### config.mk
export PLATFORM = sky130hd
export DESIGN_NAME = t03_pc_ctrl_flat
export DESIGN_NICKNAME = d
export VERILOG_FILES = /design/src/rtl/t03_pc_ctrl_if.sv /design/src/rtl/t03_pc_ctrl.sv /design/src/flat_wrapper.sv
export SDC_FILE = /design/constraint.sdc
export NUM_CORES = 1
export LEC_CHECK = 0
export BUFFER_PORTS_ARGS = -buffer_cell sky130_fd_sc_hd__buf_2
export CAP_MARGIN = 0
export CORE_UTILIZATION = 49
export DETAILED_ROUTE_END_ITERATION = 6
export PLACE_DENSITY = 0.74
export SYNTH_ARGS = -nofsm -noshare
export SYNTH_HDL_FRONTEND = slang
export SYNTH_SLANG_ARGS = --single-unit
### constraint.sdc
create_clock -name clock -period 3.6 [get_ports clock]
set_input_delay 0.36 -clock clock [delete_from_list [all_inputs] [get_ports clock]]
set_output_delay 0.36 -clock clock [all_outputs]
set_load 0.01 [all_outputs]
### src/rtl/t03_pc_ctrl_if.sv
// Decoder/branch-unit to PC-controller bundle: redirect requests in, PC/EPC/status out.
// Latency: pure wiring, no storage.
// Backpressure: fetch_ack and en gate the controller; T03_PC_COMPRESSED_EN adds instr_compressed.
interface t03_pc_ctrl_if #(
  parameter int XLEN      = 32,
  parameter int CNT_WIDTH = 32
);
  logic                 en;
  logic                 fetch_ack;
  logic [XLEN-1:0]      imm;
  logic                 branch_taken;
  logic                 jal;
  logic                 jalr;
  logic [XLEN-1:0]      rs1_value;
  logic                 auipc;
  logic                 trap_req;
  logic [XLEN-1:0]      trap_vector;
  logic                 mret;
`ifdef T03_PC_COMPRESSED_EN
  logic                 instr_compressed;
`endif
  logic [XLEN-1:0]      pc_out;
  logic [XLEN-1:0]      pc_add_out;
  logic [XLEN-1:0]      epc_out;
  logic                 fault;
  logic [CNT_WIDTH-1:0] retire_count;

  // Decoder / branch unit side
  modport master (
    output en, fetch_ack, imm, branch_taken, jal, jalr, rs1_value, auipc,
           trap_req, trap_vector, mret,
`ifdef T03_PC_COMPRESSED_EN
           instr_compressed,
`endif
    input  pc_out, pc_add_out, epc_out, fault, retire_count
  );

  // PC controller side
  modport slave (
    input  en, fetch_ack, imm, branch_taken, jal, jalr, rs1_value, auipc,
           trap_req, trap_vector, mret,
`ifdef T03_PC_COMPRESSED_EN
           instr_compressed,
`endif
    output pc_out, pc_add_out, epc_out, fault, retire_count
  );
endinterface

### src/rtl/t03_pc_ctrl.sv
// Program-counter controller: sequential/branch/JAL/JALR/trap/MRET next-PC with misaligned-target fault FSM.
// Latency: pc/epc/fault/retire_count registered (1 cycle); pc_add_out combinational from current pc.
// Backpressure: advances only when en & fetch_ack; trap/mret need only en. Macro T03_PC_COMPRESSED_EN enables 2-byte steps.
module t03_pc_ctrl #(
  parameter int              XLEN         = 32,
  parameter logic [XLEN-1:0] RESET_VECTOR = '0,
  parameter int              CNT_WIDTH    = 32
) (
  input logic         clock,
  input logic         reset,
  t03_pc_ctrl_if.slave bus
);

  typedef enum logic {
    RUN   = 1'b0,
    FAULT = 1'b1
  } state_t;

  state_t               state;
  state_t               state_nxt;
  logic [XLEN-1:0]      pc;
  logic [XLEN-1:0]      pc_nxt;
  logic [XLEN-1:0]      epc;
  logic [XLEN-1:0]      epc_nxt;
  logic [CNT_WIDTH-1:0] cnt;
  logic [CNT_WIDTH-1:0] cnt_nxt;

  logic [XLEN-1:0]      step;
  logic [XLEN-1:0]      target;
  logic                 redirect;
  logic                 misaligned;
  logic                 advance;

  assign advance = bus.en & bus.fetch_ack;

  // Sequential step size; 2 bytes only for compressed instructions
  always_comb begin
    step = XLEN'(4);
`ifdef T03_PC_COMPRESSED_EN
    if (bus.instr_compressed) step = XLEN'(2);
`endif
  end

  // Candidate target (jalr > jal/branch > sequential) and its alignment check
  always_comb begin
    redirect = bus.jalr | bus.jal | bus.branch_taken;
    if (bus.jalr)
      target = (bus.rs1_value + bus.imm) & ~XLEN'(1);
    else if (bus.jal || bus.branch_taken)
      target = pc + bus.imm;
    else
      target = pc + step;
`ifdef T03_PC_COMPRESSED_EN
    misaligned = redirect & target[0];
`else
    misaligned = redirect & (target[1:0] != 2'b00);
`endif
  end

  // Next-state logic: trap beats mret beats fault detection beats normal advance
  always_comb begin
    state_nxt = state;
    pc_nxt    = pc;
    epc_nxt   = epc;
    cnt_nxt   = cnt;
    unique case (state)
      RUN: begin
        if (bus.en && bus.trap_req) begin
          pc_nxt  = bus.trap_vector;
          epc_nxt = pc;
        end else if (bus.en && bus.mret) begin
          pc_nxt = epc;
        end else if (advance && misaligned) begin
          state_nxt = FAULT;
          epc_nxt   = pc;
        end else if (advance) begin
          pc_nxt  = target;
          cnt_nxt = cnt + CNT_WIDTH'(1);
        end
      end
      FAULT: begin
        // Only a trap leaves FAULT; epc keeps the faulting PC
        if (bus.en && bus.trap_req) begin
          pc_nxt    = bus.trap_vector;
          state_nxt = RUN;
        end
      end
      default: state_nxt = RUN;
    endcase
  end

  // State registers with asynchronous reset
  always_ff @(posedge clock or posedge reset) begin
    if (reset) begin
      state <= RUN;
      pc    <= RESET_VECTOR;
      epc   <= '0;
      cnt   <= '0;
    end else begin
      state <= state_nxt;
      pc    <= pc_nxt;
      epc   <= epc_nxt;
      cnt   <= cnt_nxt;
    end
  end

  assign bus.pc_out       = pc;
  assign bus.pc_add_out   = bus.auipc ? (pc + bus.imm) : (pc + step);
  assign bus.epc_out      = epc;
  assign bus.fault        = (state == FAULT);
  assign bus.retire_count = cnt;

endmodule
### src/flat_wrapper.sv
// flat-port wrapper written by rule: the top's interface ports become plain ports
module t03_pc_ctrl_flat 
#(
  parameter int              XLEN         = 32,
  parameter logic [XLEN-1:0] RESET_VECTOR = '0,
  parameter int              CNT_WIDTH    = 32
)
  (clock, reset, bus_en, bus_fetch_ack, bus_imm, bus_branch_taken, bus_jal, bus_jalr, bus_rs1_value, bus_auipc, bus_trap_req, bus_trap_vector, bus_mret, bus_pc_out, bus_pc_add_out, bus_epc_out, bus_fault, bus_retire_count);
  t03_pc_ctrl_if #(.XLEN(XLEN), .CNT_WIDTH(CNT_WIDTH)) bus_i ();
  input logic clock;
  input logic reset;
  input wire logic [$bits(bus_i.en)-1:0] bus_en;
  input wire logic [$bits(bus_i.fetch_ack)-1:0] bus_fetch_ack;
  input wire logic [$bits(bus_i.imm)-1:0] bus_imm;
  input wire logic [$bits(bus_i.branch_taken)-1:0] bus_branch_taken;
  input wire logic [$bits(bus_i.jal)-1:0] bus_jal;
  input wire logic [$bits(bus_i.jalr)-1:0] bus_jalr;
  input wire logic [$bits(bus_i.rs1_value)-1:0] bus_rs1_value;
  input wire logic [$bits(bus_i.auipc)-1:0] bus_auipc;
  input wire logic [$bits(bus_i.trap_req)-1:0] bus_trap_req;
  input wire logic [$bits(bus_i.trap_vector)-1:0] bus_trap_vector;
  input wire logic [$bits(bus_i.mret)-1:0] bus_mret;
  output wire logic [$bits(bus_i.pc_out)-1:0] bus_pc_out;
  output wire logic [$bits(bus_i.pc_add_out)-1:0] bus_pc_add_out;
  output wire logic [$bits(bus_i.epc_out)-1:0] bus_epc_out;
  output wire logic [$bits(bus_i.fault)-1:0] bus_fault;
  output wire logic [$bits(bus_i.retire_count)-1:0] bus_retire_count;
  assign bus_i.en = bus_en;
  assign bus_i.fetch_ack = bus_fetch_ack;
  assign bus_i.imm = bus_imm;
  assign bus_i.branch_taken = bus_branch_taken;
  assign bus_i.jal = bus_jal;
  assign bus_i.jalr = bus_jalr;
  assign bus_i.rs1_value = bus_rs1_value;
  assign bus_i.auipc = bus_auipc;
  assign bus_i.trap_req = bus_trap_req;
  assign bus_i.trap_vector = bus_trap_vector;
  assign bus_i.mret = bus_mret;
  assign bus_pc_out = bus_i.pc_out;
  assign bus_pc_add_out = bus_i.pc_add_out;
  assign bus_epc_out = bus_i.epc_out;
  assign bus_fault = bus_i.fault;
  assign bus_retire_count = bus_i.retire_count;
  t03_pc_ctrl #(.XLEN(XLEN), .RESET_VECTOR(RESET_VECTOR), .CNT_WIDTH(CNT_WIDTH)) u_core (.clock(clock), .reset(reset), .bus(bus_i));
endmodule
==> summary.txt <==
Outcome
  – Status: finished, final reports clean

Route
  – Post-Route WL: ~34000 um
  – Routed WL per cell: around 22 um
  – Final ANT Viol Nets: 0
  – Drt first-iter violations: roughly 830
  – DRT Pass-1 Iters: 5
  – Vias: 10.1k
  – Residual DRC: 0
  – Vias/cell: around 6.4

Synthesis
  – Cell count after synthesis: 1129
  – Post-synthesis simple-gate area fraction: a little under a fifth
  – Seq cells post-synth: 97
  – Syn Area/Cell: 8.31 sq um
  – Synth Cell Area: about 9400 sq um
  – Mux contribution to synthesized area: approximately 5.4%
  – Combinational family with the most area after synthesis: compound AO/OA/AOI/OAI gates
  – Synth unique cells: between 80 and 90
  – Number of synthesized flops with an enable pin: 0
  – Synth Area in Adders: slightly below 9%
  – Top_reg_cell synth: dfrtp_1
  – Synth warn: 0
  – Post-synthesis net count: around 1.3k
  – Async SR Flop Fraction: 100%
  – Sequential area share after synthesis: roughly 26%
  – Synth Area in Compound Gates: 27.1%
  – Post-synthesis xor/xnor area fraction: approximately 10%

Clock network
  – Clock buffer count from CTS: 9
  – Root Buffer: clkbuf_16
  – Worst-Skew Late Latency: approximately 0.36 ns
  – CTS tree: done
  – H-tree Lvls: 3
  – Clock tree sinks: 97
  – Reg clk slew, reported paths: roughly 0.080 ns
  – Clock Path Buffers: 2

Floorplanning
  – Die area: 19700 sq um
  – DIE WIDTH: approximately 140 um
  – Core area: approximately 19000 sq um
  – Initial Util: roughly half
  – Die Span Y: approximately 140 um
  – FP Rows: 50
  – # IOs: 235

Placed design
  – Inst Count DP: roughly 1.6k
  – Placement Cell Area: 10900 sq um
  – Port Buf Inserts: about 230
  – Gpl congestion: between 1 and 1.5
  – Dpl ws: slightly above 0.2 ns
  – Post-DP HPWL: around 26000 um

Critical path
  – CP endpoint kind: output pin
  – CP max FO: 5
  – R2r endpoint: u_core.bus.pc_out[10]
  – Worst Setup SP: u_core.bus.pc_out[0]
  – Startpoint of the worst-slack reg-to-reg timing path: u_core.bus.pc_out[0]
  – Worst EP arrival: roughly 3.2 ns
  – CP startpoint kind: register
  – Reg2reg setup slack: between 0.3 and 0.4 ns
  – Required @ worst endpoint: between 3 and 4 ns
  – R2R depth: 13
  – CP Class: reg -> out

GRT
  – First-pass GRT wire length: between 50000 and 60000 um
  – Largest net degree at the start of global routing: 51
  – Initial antenna violation count: 0
  – Number of global-route vias before repair: 9590
  – Grt ovf: 0
  – Tot GR Track Use: between 30% and 40%

Timing
  – Final min period: approximately 3.6 ns
  – Slew @ Worst Pin: between 1 and 1.5 ns
  – Slew Limit Fails: 0
  – RSZ-0062 raised after global routing: true
  – Hold_ws: around 0.066 ns
  – Worst slew margin: 31.6%
  – F_max: 0.279 GHz
  – Final Skew: around 0.009 ns
  – Setup Viol. Count Final: 0
  – Period utilization: between 90% and 100%
  – Final hold violation count: 0
  – Setup WS post-layout: roughly 0.018 ns
  – Total Neg Setup Slack: 0 ns

Final layout
  – Share of layout cells above drive strength 1: 27.9%
  – Area of the multi-input gates: between 6000 and 7000 sq um
  – Layout area overhead: 20.9%
  – Register area: roughly 2400 sq um
  – Nets: 1522
  – Fill cells: about 1.7k
  – Leading cell type in the layout, fill and taps excluded: buf_2
  – Final instance area: 11300 sq um
  – Fin cells: roughly 1.6k
  – Final Util: 60.7%
  – Most frequent cells in the layout: 234 x buf_2, 102 x a21oi_1, 94 x nor2_1, 94 x dfrtp_1, 84 x nand2_1
  – Antenna diodes: 0

Power
  – Sw Ratio: between 40% and 50%
  – Final Power: 6.37 mW
  – Reg power frac: a little over a quarter
  – VDD IR max: 0.280 mV
  – Net switching power: 2.92 mW
  – Pleak: 5.28 nW
  – Clock Power Share: between 10% and 20%
  – Power per cell area: roughly 560 nW/um^2
  – Combinational power share: ~56%
  – Int Power: 3.45 mW

Min path
  – HP Class: in -> async

Run
  – MaxCap Viol Count: 0
-- timing repair --
action                                  CTS  global route
pin swaps                                 2             8
hold buffers                              0             0
setup buffers                             2             4
resized for setup                         6            21
endpoints found under the setup margin    9            13
-- layer usage --
layer | track usage [%] | share of wire [%] | up-vias
met1 | 44.8 | 41 | 4782
met2 | 56.4 | 45 | 556
li1 | - | - | 4648
met3 | 6.29 | 9.1 | 111
met5 | 0 | 0 | -
met4 | 16.9 | 4.8 | 0
-- area by class of cell --
cell class              instances  share of cell area (%)
multi-input cells             949                    59.3
flip-flops and latches         97                    21.4
inverters                      22                   0.750
clock inverters                 7                   0.860
repair buffers                272                    13.1
well taps                     234                    2.58
clock buffers                   9                    1.98
-- flip-flops by register name, summed over array words and instances (netlist names) --
name                     count
u_core.bus.pc_out           32
u_core.bus.fault             1
u_core.bus.retire_count     32
u_core.bus.epc_out          32
-- critical path: stages, from the launching register on --
cell and delay (ns):
dfrtp_1 0.40, ha_4 0.16, inv_2 0.04, fa_2 0.39, and2b_1 0.23, o2111ai_2 0.16
nand3b_1 0.19, a21oi_4 0.11, o31ai_4 0.37, a21oi_2 0.13, o211ai_1 0.30, mux2i_1 0.16
buf_2 0.20
-- power groups by stage --
stage          Clock, mW  Combinational [mW]  Sequential, mW
2_1_floorplan          0                2.08            1.79
3_3_place_gp           0                3.37            1.70
3_5_place_dp           0                3.39            1.71
4_1_cts             1.10                3.46            1.69
5_1_grt             1.13                3.88            1.74
6_report            1.08                3.59            1.70
-- logic make-up (layout without fill, tap and decap cells) --
family / after synthesis / count (layout)
flip-flops: 97 / 97
adder cells (fa/ha/maj): 65 / 65
XOR/XNOR: 109 / 109
AND/OR/NAND/NOR: 349 / 349
AO/OA/AOI/OAI: 380 / 380
multiplexers: 46 / 46
buffers and inverters: 83 / 310
-- Yosys cell counts, drive strengths merged (4+ instances only) --
master   number  share of area, %
a2111oi       6              0.76
a211oi       28               2.3
a21o         38               3.0
a21oi       108               5.9
a221o         4              0.43
a31oi        17               1.1
a32oi        13               1.2
a41oi         6              0.64
and2         11              0.73
and3         21               1.4
and4          9              0.84
buf          15              0.93
clkbuf       46               1.8
dfrtp        97                26
ha           63               8.4
inv          22              0.88
mux2         35               4.2
mux2i        11               1.2
nand2        84               3.4
nand2b       11              0.73
nand3        35               1.9
nand3b        5              0.40
nand4        20               1.6
nor2         97               3.9
nor2b         9              0.60
nor3         24               1.5
o211a         4              0.43
o211ai       16               1.3
o21a         10              0.80
o21ai        78               4.2
o21bai        9              0.72
o31ai         8              0.75
or3           7              0.47
xnor2        75               7.0
xor2         34               3.2
-- worst max path at each step --
stage / slack (ns) / cells after the start / to
4_1_cts: 0.04 / 10 / bus_pc_add_out[15]
6_report: 0.02 / 12 / bus_pc_add_out[28]
5_1_grt: -0.07 / 13 / bus_pc_add_out[16]
2_1_floorplan: 0.68 / 12 / bus_pc_add_out[26]
3_5_place_dp: 0.20 / 14 / bus_pc_add_out[26]
3_3_place_gp: 0.24 / 14 / bus_pc_add_out[26]
No activity file was read; power rests on OpenSTA's default activity.
